### src/rtl/pincfg_multi.sv
// Multi-channel step/dir output pin stage: per-channel setup/pulse/gap timing,
// polarity, and sticky shutdown masking. PINCFG_MULTI_PENDING_EN adds a one-deep pending-step slot.
module pincfg_multi #(
  parameter int NUM_CHANNELS = 2,
  parameter int OUT_WIDTH    = 8,
  parameter int DUR_WIDTH    = 16
) (
  input  logic                    clk,
  input  logic                    rst_n,
  input  logic [NUM_CHANNELS-1:0] step_pulse,
  input  logic [NUM_CHANNELS-1:0] dir,
  output logic [OUT_WIDTH-1:0]    pins_out,
  input  logic                    pin_shutdown,
  input  logic                    wb_stb_i,
  input  logic                    wb_cyc_i,
  input  logic                    wb_we_i,
  input  logic [3:0]              wb_adr_i,
  input  logic [31:0]             wb_dat_i,
  output logic [31:0]             wb_dat_o,
  output logic                    wb_ack_o
);

  typedef enum logic [1:0] {S_IDLE, S_SETUP, S_HIGH, S_LOW} state_t;

  localparam logic [DUR_WIDTH-1:0] CNT_ONE = DUR_WIDTH'(1);

  logic [OUT_WIDTH-1:0] r_polarity;
  logic [DUR_WIDTH-1:0] r_dir_setup;
  logic [DUR_WIDTH-1:0] r_low_min;
  logic [DUR_WIDTH-1:0] r_step_dur [NUM_CHANNELS];

  logic r_sync1;
  logic r_sync2;
  logic r_in_shutdown;

  logic                    w_wr;
  logic                    w_clear;
  logic [NUM_CHANNELS-1:0] w_step_active;
  logic [NUM_CHANNELS-1:0] w_dir_q;
  logic [NUM_CHANNELS-1:0] w_overrun;
  logic [OUT_WIDTH-1:0]    w_pin_raw;
  logic                    w_unused;

  assign w_wr     = wb_cyc_i && wb_stb_i && wb_we_i;
  assign w_clear  = w_wr && (wb_adr_i == 4'd1);
  assign wb_ack_o = 1'b1;
  assign w_unused = ^wb_dat_i;

  always_ff @(posedge clk) begin
    if (!rst_n) begin
      r_polarity  <= '0;
      r_dir_setup <= '0;
      r_low_min   <= '0;
      for (int i = 0; i < NUM_CHANNELS; i++) begin
        r_step_dur[i] <= '0;
      end
    end else if (w_wr) begin
      case (wb_adr_i)
        4'd0:    r_polarity  <= wb_dat_i[OUT_WIDTH-1:0];
        4'd2:    r_dir_setup <= wb_dat_i[DUR_WIDTH-1:0];
        4'd3:    r_low_min   <= wb_dat_i[DUR_WIDTH-1:0];
        default: ;
      endcase
      for (int i = 0; i < NUM_CHANNELS; i++) begin
        if (wb_adr_i == 4'(8 + i)) begin
          r_step_dur[i] <= wb_dat_i[DUR_WIDTH-1:0];
        end
      end
    end
  end

  // Clear beats a same-cycle synchronised shutdown; a held input re-sets it next cycle.
  always_ff @(posedge clk) begin
    if (!rst_n) begin
      r_sync1       <= 1'b0;
      r_sync2       <= 1'b0;
      r_in_shutdown <= 1'b0;
    end else begin
      r_sync1 <= pin_shutdown;
      r_sync2 <= r_sync1;
      if (w_clear) begin
        r_in_shutdown <= 1'b0;
      end else if (r_sync2) begin
        r_in_shutdown <= 1'b1;
      end
    end
  end

  always_comb begin
    wb_dat_o = '0;
    case (wb_adr_i)
      4'd0:    wb_dat_o[OUT_WIDTH-1:0]  = r_polarity;
      4'd1:    wb_dat_o[NUM_CHANNELS:0] = {w_overrun, r_in_shutdown};
      4'd2:    wb_dat_o[DUR_WIDTH-1:0]  = r_dir_setup;
      4'd3:    wb_dat_o[DUR_WIDTH-1:0]  = r_low_min;
      default: ;
    endcase
    for (int i = 0; i < NUM_CHANNELS; i++) begin
      if (wb_adr_i == 4'(8 + i)) begin
        wb_dat_o[DUR_WIDTH-1:0] = r_step_dur[i];
      end
    end
  end

  genvar gi;
  generate
    for (gi = 0; gi < NUM_CHANNELS; gi++) begin : g_ch
      state_t               r_state;
      state_t               w_state_next;
      logic [DUR_WIDTH-1:0] r_cnt;
      logic [DUR_WIDTH-1:0] w_cnt_next;
      logic                 r_dir_q;
      logic                 w_dir_next;
      logic                 r_overrun;
      logic                 w_ovr_next;
      logic                 w_req;
      logic                 w_req_used;
      logic                 w_exit;
      logic                 w_acc;
      logic                 w_acc_dir;
`ifdef PINCFG_MULTI_PENDING_EN
      logic                 r_pend_vld;
      logic                 w_pend_vld_next;
      logic                 r_pend_dir;
      logic                 w_pend_dir_next;
`endif

      always_ff @(posedge clk) begin
        if (!rst_n) begin
          r_state   <= S_IDLE;
          r_cnt     <= '0;
          r_dir_q   <= 1'b0;
          r_overrun <= 1'b0;
`ifdef PINCFG_MULTI_PENDING_EN
          r_pend_vld <= 1'b0;
          r_pend_dir <= 1'b0;
`endif
        end else begin
          r_state   <= w_state_next;
          r_cnt     <= w_cnt_next;
          r_dir_q   <= w_dir_next;
          r_overrun <= w_ovr_next;
`ifdef PINCFG_MULTI_PENDING_EN
          r_pend_vld <= w_pend_vld_next;
          r_pend_dir <= w_pend_dir_next;
`endif
        end
      end

      always_comb begin
        w_state_next = r_state;
        w_cnt_next   = r_cnt;
        w_dir_next   = r_dir_q;
        w_ovr_next   = r_overrun;
        w_req        = step_pulse[gi] && !r_in_shutdown;
        w_req_used   = 1'b0;
        w_exit       = 1'b0;
        w_acc        = 1'b0;
        w_acc_dir    = dir[gi];
`ifdef PINCFG_MULTI_PENDING_EN
        w_pend_vld_next = r_pend_vld;
        w_pend_dir_next = r_pend_dir;
`endif
        case (r_state)
          S_IDLE: begin
            if (w_req) begin
              w_acc      = 1'b1;
              w_req_used = 1'b1;
            end
          end
          S_SETUP: begin
            if (r_cnt == CNT_ONE) begin
              if (r_step_dur[gi] != '0) begin
                w_state_next = S_HIGH;
                w_cnt_next   = r_step_dur[gi];
              end else if (r_low_min != '0) begin
                w_state_next = S_LOW;
                w_cnt_next   = r_low_min;
              end else begin
                w_exit = 1'b1;
              end
            end else begin
              w_cnt_next = r_cnt - CNT_ONE;
            end
          end
          S_HIGH: begin
            if (r_cnt == CNT_ONE) begin
              if (r_low_min != '0) begin
                w_state_next = S_LOW;
                w_cnt_next   = r_low_min;
              end else begin
                w_exit = 1'b1;
              end
            end else begin
              w_cnt_next = r_cnt - CNT_ONE;
            end
          end
          S_LOW: begin
            if (r_cnt == CNT_ONE) begin
              w_exit = 1'b1;
            end else begin
              w_cnt_next = r_cnt - CNT_ONE;
            end
          end
          default: w_state_next = S_IDLE;
        endcase

        if (w_exit) begin
          w_state_next = S_IDLE;
`ifdef PINCFG_MULTI_PENDING_EN
          // A buffered step takes the freed channel first; otherwise a step arriving now does.
          if (r_pend_vld) begin
            w_acc           = 1'b1;
            w_acc_dir       = r_pend_dir;
            w_pend_vld_next = 1'b0;
          end else if (w_req) begin
            w_acc      = 1'b1;
            w_req_used = 1'b1;
          end
`endif
        end

        if (w_req && !w_req_used) begin
`ifdef PINCFG_MULTI_PENDING_EN
          if (!w_pend_vld_next) begin
            w_pend_vld_next = 1'b1;
            w_pend_dir_next = dir[gi];
          end else begin
            w_ovr_next = 1'b1;
          end
`else
          w_ovr_next = 1'b1;
`endif
        end

        if (w_acc) begin
          w_dir_next = w_acc_dir;
          if ((w_acc_dir != r_dir_q) && (r_dir_setup != '0)) begin
            w_state_next = S_SETUP;
            w_cnt_next   = r_dir_setup;
          end else if (r_step_dur[gi] != '0) begin
            w_state_next = S_HIGH;
            w_cnt_next   = r_step_dur[gi];
          end else if (r_low_min != '0) begin
            w_state_next = S_LOW;
            w_cnt_next   = r_low_min;
          end else begin
            w_state_next = S_IDLE;
          end
        end

        if (w_clear) begin
          w_ovr_next = 1'b0;
        end
      end

      assign w_step_active[gi] = (r_state == S_HIGH) && !r_in_shutdown;
      assign w_dir_q[gi]       = r_dir_q;
      assign w_overrun[gi]     = r_overrun;
      assign w_pin_raw[2*gi]   = w_step_active[gi];
      assign w_pin_raw[2*gi+1] = w_dir_q[gi];
    end

    for (gi = 2 * NUM_CHANNELS; gi < OUT_WIDTH; gi++) begin : g_spare
      assign w_pin_raw[gi] = 1'b0;
    end
  endgenerate

  assign pins_out = r_polarity ^ w_pin_raw;

endmodule

### config.mk
export PLATFORM = sky130hd
export DESIGN_NAME = pincfg_multi
export DESIGN_NICKNAME = d
export VERILOG_FILES = /design/src/rtl/pincfg_multi.sv
export SDC_FILE = /design/constraint.sdc
export NUM_CORES = 1
export LEC_CHECK = 0
export ABC_CLOCK_PERIOD_IN_PS = 3100
export CORE_UTILIZATION = 55
export CTS_CLUSTER_SIZE = 24
export DETAILED_ROUTE_END_ITERATION = 8
export PLACE_DENSITY = 0.79
export SLEW_MARGIN = 10
export SYNTH_ARGS = -nofsm -noshare
export SYNTH_HDL_FRONTEND = slang
export SYNTH_SLANG_ARGS = --single-unit
### constraint.sdc
create_clock -name clk -period 3.1 [get_ports clk]
set_input_delay 0.31 -clock clk [delete_from_list [all_inputs] [get_ports clk]]
set_output_delay 0.31 -clock clk [all_outputs]
set_load 0.02 [all_outputs]
-- Word-level counts from Yosys, hierarchy flattened
Memory sizes are Yosys's and may differ from the RTL's.
Cells that the tools add are included.
- add/subtract/negate cells: 2
- equality and inequality tests: 19
- reduce and logical (&&, ||, !) cells: 29
- bitwise gates (word level): 4
- multiplexer cells: 70
- operators by type and width (kind ; count):
    $mux 16 ; 22
    $pmux 16 s3 ; 2
    $reduce_bool 16->1 ; 4
    $mux 2 ; 17
    $eq 16x1->1 const B ; 2
    $sub 16x1->16 const B ; 2
    $mux 1 ; 22
    $ne 4x4->1 const B ; 4
    $pmux 8 s2 ; 1
    $pmux 5 s3 ; 1
    $pmux 3 s4 ; 1
    $logic_and 1x1->1 ; 11
    $eq 2x2->1 const B ; 4
    $eq 4x2->1 const B ; 2
    $eq 4x4->1 const B ; 2
    $pmux 2 s2 ; 2
    $reduce_bool 4->1 ; 2
    $xor 8x4->8 ; 1
    $pmux 1 s3 ; 2
    $reduce_and 2->1 ; 3
    $reduce_and 3->1 ; 2
    $eq 2x1->1 const B ; 2
    $eq 4x1->1 const B ; 1
    $logic_not 2->1 ; 2
    other kinds (6) ; 10
- bits in writable memories: 32
- register bits: 83
- word-level logic and storage cells: 139
- output and inout port bits: 41
- memories kept: 1
- memories (name ; depth ; bits a word ; rd ports ; clocked after Yosys merged registers in ; write ports ; line ; RTL):
    r_step_dur ; 2 ; 16 ; 2 ; 0 ; 2 ; 30 ; logic [DUR_WIDTH-1:0] r_step_dur [NUM_CHANNELS];

-- Logic depth before layout (Yosys ltp)
- depth in word-level cells: 9
- gate-level depth with buffers: 10
- mapped depth without buffers: 9

-- Worst setup path after synthesis
No wires, ideal clock.
- path type: input to register
- start point: input port wb_adr_i[2]
- end point: memory r_step_dur[0][0], enable pin
- data arrival time: 2310 ps
- setup time: 411 ps
- required time: 2689 ps
- slack: 378 ps
- stages: 5
- cells stage by stage: nor3b_1 clkbuf_1 clkbuf_1 nand2_1 o21ai_0
- RTL lines (element ; line ; RTL):
    start: declaration ; 17 ; input logic [3:0] wb_adr_i,
    end: declaration ; 30 ;

-- Final worst setup path
- start point: input port wb_adr_i[2]
- end point: output port wb_dat_o[13]
- cells in the longest elaborated chain, start to end: 4
- RTL lines (element ; line ; RTL):
    $eq 4x2->1 ; 91 ; case (wb_adr_i)
    $pmux 8 s2 ; 91 ;
    $mux 16 ; 99 ; if (wb_adr_i == 4'(8 + i)) begin
    $mux 16 * ; 99 ;
    end: declaration ; 19 ; output logic [31:0] wb_dat_o,
Mark *: on every way between the ends. The rest lies on a longest branch, timed or not.

==> results.py <==
metrics = {
    "logic_synthesis": {
        "ys_ff_latch": 115,
        "synth_area_um2": 7450,
        "synthArstFlopShare_pct": 0,
        "ys.flop_type": "dfxtp_1",
        "synth_area_per_cell_um2": 7.75,
        "synth_warnings": 0,
        "postSynthCellCount": 962,
        "synth-edff-count": 32,
        "synth_cell_types": 70,
        "ys_seq_area_share_pct": 35.2,
    },
    "floorplanning": {
        "fp.coreArea_um2": 13200,
        "die_area_um2": 14000,
        "fp.dieW_um": 118,
        "initial_core_util_pct": 56.3,
        "rows": 42,
        "die_h_um": 118,
        "io_pins": 87,
    },
    "setup_path": {
        "cp-start-kind": "input pin",
        "cp_common_cell": "clkdlybuf4s50_1",
        "critPathKind": "in2out",
        "cp_data_required_time_ns": 2.79,
        "cpLargestDelayFamily": "buffers and inverters",
        "crit_arrival_ns": 2.44,
        "cp_cell_sequence": "clkdlybuf4s50_1, nor2_1, and3_1, buf_4, a22oi_1, a21oi_1, clkdlybuf4s50_1",
        "cp_slowest_cell": "clkdlybuf4s50_1",
        "cp_max_fo": 18,
        "crit_buf_inv": 3,
        "critPathCaptureType": "output pin",
        "max_stage_delay_ns": 0.66,
    },
    "drt": {
        "drt-total-wl_um": 27800,
        "wl_per_cell_um": 22.6,
        "firstDrtPassIters": 6,
        "ant_nets": 0,
        "drtIter0Drc": 1125,
        "vias_per_cell": 6.89,
        "vias": 8447,
        "drcViolationCount": 0,
    },
    "sta": {
        "fin_tns_setup_ns": 0,
        "rsz0062_at_grt": "no",
        "finalCritPeriodShare_pct": 88.7,
        "tightest_slew_ns": 0.679,
        "finalSetupViolations": 0,
        "period_minus_slack_ns": 2.75,
        "slew_headroom_pct": 54.3,
        "fin_skew_ns": 0.00827,
        "fmax_ghz": 0.364,
        "hold_violations": 0,
        "slew_viol_final": 0,
    },
    "cts": {
        "clockRootBuffer": "clkbuf_16",
        "clk_path_buf_depth": 2,
        "clock-sinks": 115,
        "cts_resized": 0,
        "cts_buffers": 17,
        "postCtsSetupBuffers": 0,
        "cts_tree": "built",
        "clk_pin_slew_worst_paths_ns": 0.06,
        "clock_latency_ns": 0.43,
        "cts_hold_buf": 0,
        "htreeDepth": 4,
    },
    "grt": {
        "grtUsageTotal_pct": 40.0,
        "met2_usage_pct": 58.5,
        "grt_antenna_before_repair": 1,
        "grt_use_met1_pct": 51.3,
        "met3_usage_pct": 12.5,
        "top_usage_layer": "met2",
        "grt_pass1_wl_um": 42900,
        "grt_pass1_vias": 7701,
        "grt-ovfl-total": 0,
        "grt_max_degree": 31,
    },
    "power": {
        "powerDensity_nw_per_um2": 835,
        "power_w": 0.00752,
        "ir_drop_mv": 0.472,
        "p_leak_nw": 3.20,
    },
    "flow_run": {
        "maxCapViolCount": 0,
    },
    "placement": {
        "place_congestion": 1.05,
        "placed_area_um2": 8390,
        "dp.cells": 1191,
        "port_buffers": 53,
        "dpl.hpwl_um": 19200,
    },
    "cells_and_area": {
        "fin_cells": 1226,
        "drive_above_1_share_pct": 11.2,
        "design_area_um2": 9010,
        "nNetsFinal": 1096,
        "synthToLayoutAreaGrowth_pct": 20.8,
    },
    "hold_path": {
        "hold_class": "in2reg",
    },
    "status": {
        "outcome": "finished clean",
    },
}
state kept, by name, indices dropped and copies added (netlist names):
signal	flops
r_dir_setup	16
r_polarity	8
g_ch.r_state	4
r_sync1	1
g_ch.r_cnt	32
r_sync2	1
r_low_min	16
r_in_shutdown	1
g_ch.r_overrun	2
r_step_dur	32
g_ch.r_dir_q	2
worst min-delay path: stages:
cell     delay [ns]
buf_2          0.29
nand2_1        0.14
nor2_1         0.04
area by class of cell:
| type | count | area (um^2) |
|---|---|---|
| diodes | 1 | 2.50 |
| clock buffers | 19 | 454 |
| clock inverters | 13 | 146 |
| fillers | 1081 | 4240 |
| inverters | 10 | 37.5 |
| multi-input cells | 767 | 4460 |
| flip-flops and latches | 115 | 2620 |
| well taps | 176 | 220 |
| repair buffers | 125 | 1070 |
where the power goes:
part	switching (W)	internal [W]	total, W	leakage, nW
Sequential	0.000335	0.00176	0.00210	0.980
Combinational	0.00206	0.00134	0.00340	1.94
Clock	0.000783	0.00124	0.00202	0.286
Total	0.00317	0.00434	0.00752	3.20
layer usage:
metal	wire [um]	share of wire, %
met5	0	0
met4	2000	7.2
met3	4120	15
met2	11600	42
met1	10000	36
per-stage QoR:
step | utilization (%) | setup WS, ns | hold slack, ns
final | 68.0 | 0.350 | 0.392
after global routing | 68.0 | 0.242 | 0.374
after CTS | 67.9 | 0.239 | 0.347
after detailed placement | 63.4 | 0.359 | 0.429
after global placement | 63.4 | 0.380 | 0.418
after floorplan | - | 0.378 | 0.411
cell usage in the layout (no fill, tap or decap), drive strengths merged, types with 27 or more instances in the layout:
cell type      instances
edfxtp                32
clkdlybuf4s50         52
buf                   73
o21ai                104
a21boi                35
dfxtp                 83
a21oi                 77
nor2                  81
and2                  27
nand2                123
Yosys cell counts (all sizes together) (12+ instances only):
cell type	instances	area [um^2]
edfxtp	32	961
nand2	123	462
nor2	81	304
a211oi	23	173
and2	27	169
nor4	18	119
a21boi	35	263
o21ai	104	520
ha	14	175
a22oi	12	90.1
a21oi	77	385
o22ai	17	106
o211ai	13	97.6
clkbuf	59	221
nand3	24	120
a31oi	15	93.8
nor3	23	115
dfxtp	83	1660
buf	26	183
path summary, 6_finish.rpt:
check	start	endpoint	slack, ns	depth (start not counted)
setup / recovery	wb_adr_i[2]	wb_dat_o[13]	0.35	7
hold / removal	rst_n	g_ch[0].r_state[1]$_SDFFE_PN0P_	0.39	3
setup reg to reg	g_ch[0].r_cnt[1]$_SDFF_PN0_	g_ch[0].r_cnt[14]$_SDFF_PN0_	0.39	9
hold reg to reg	r_sync2$_SDFF_PN0_	r_in_shutdown$_SDFFE_PP0P_	0.44	2
kinds of logic after synthesis:
logic type	share of synthesized area, %
multiplexers	1.48
adder cells (fa/ha/maj)	2.35
buffers and inverters	5.93
AND/OR/NAND/NOR	23.2
other	0.101
AO/OA/AOI/OAI	31.1
XOR/XNOR	0.705
flip-flops	35.2
No activity file was read; power rests on OpenSTA's default activity.
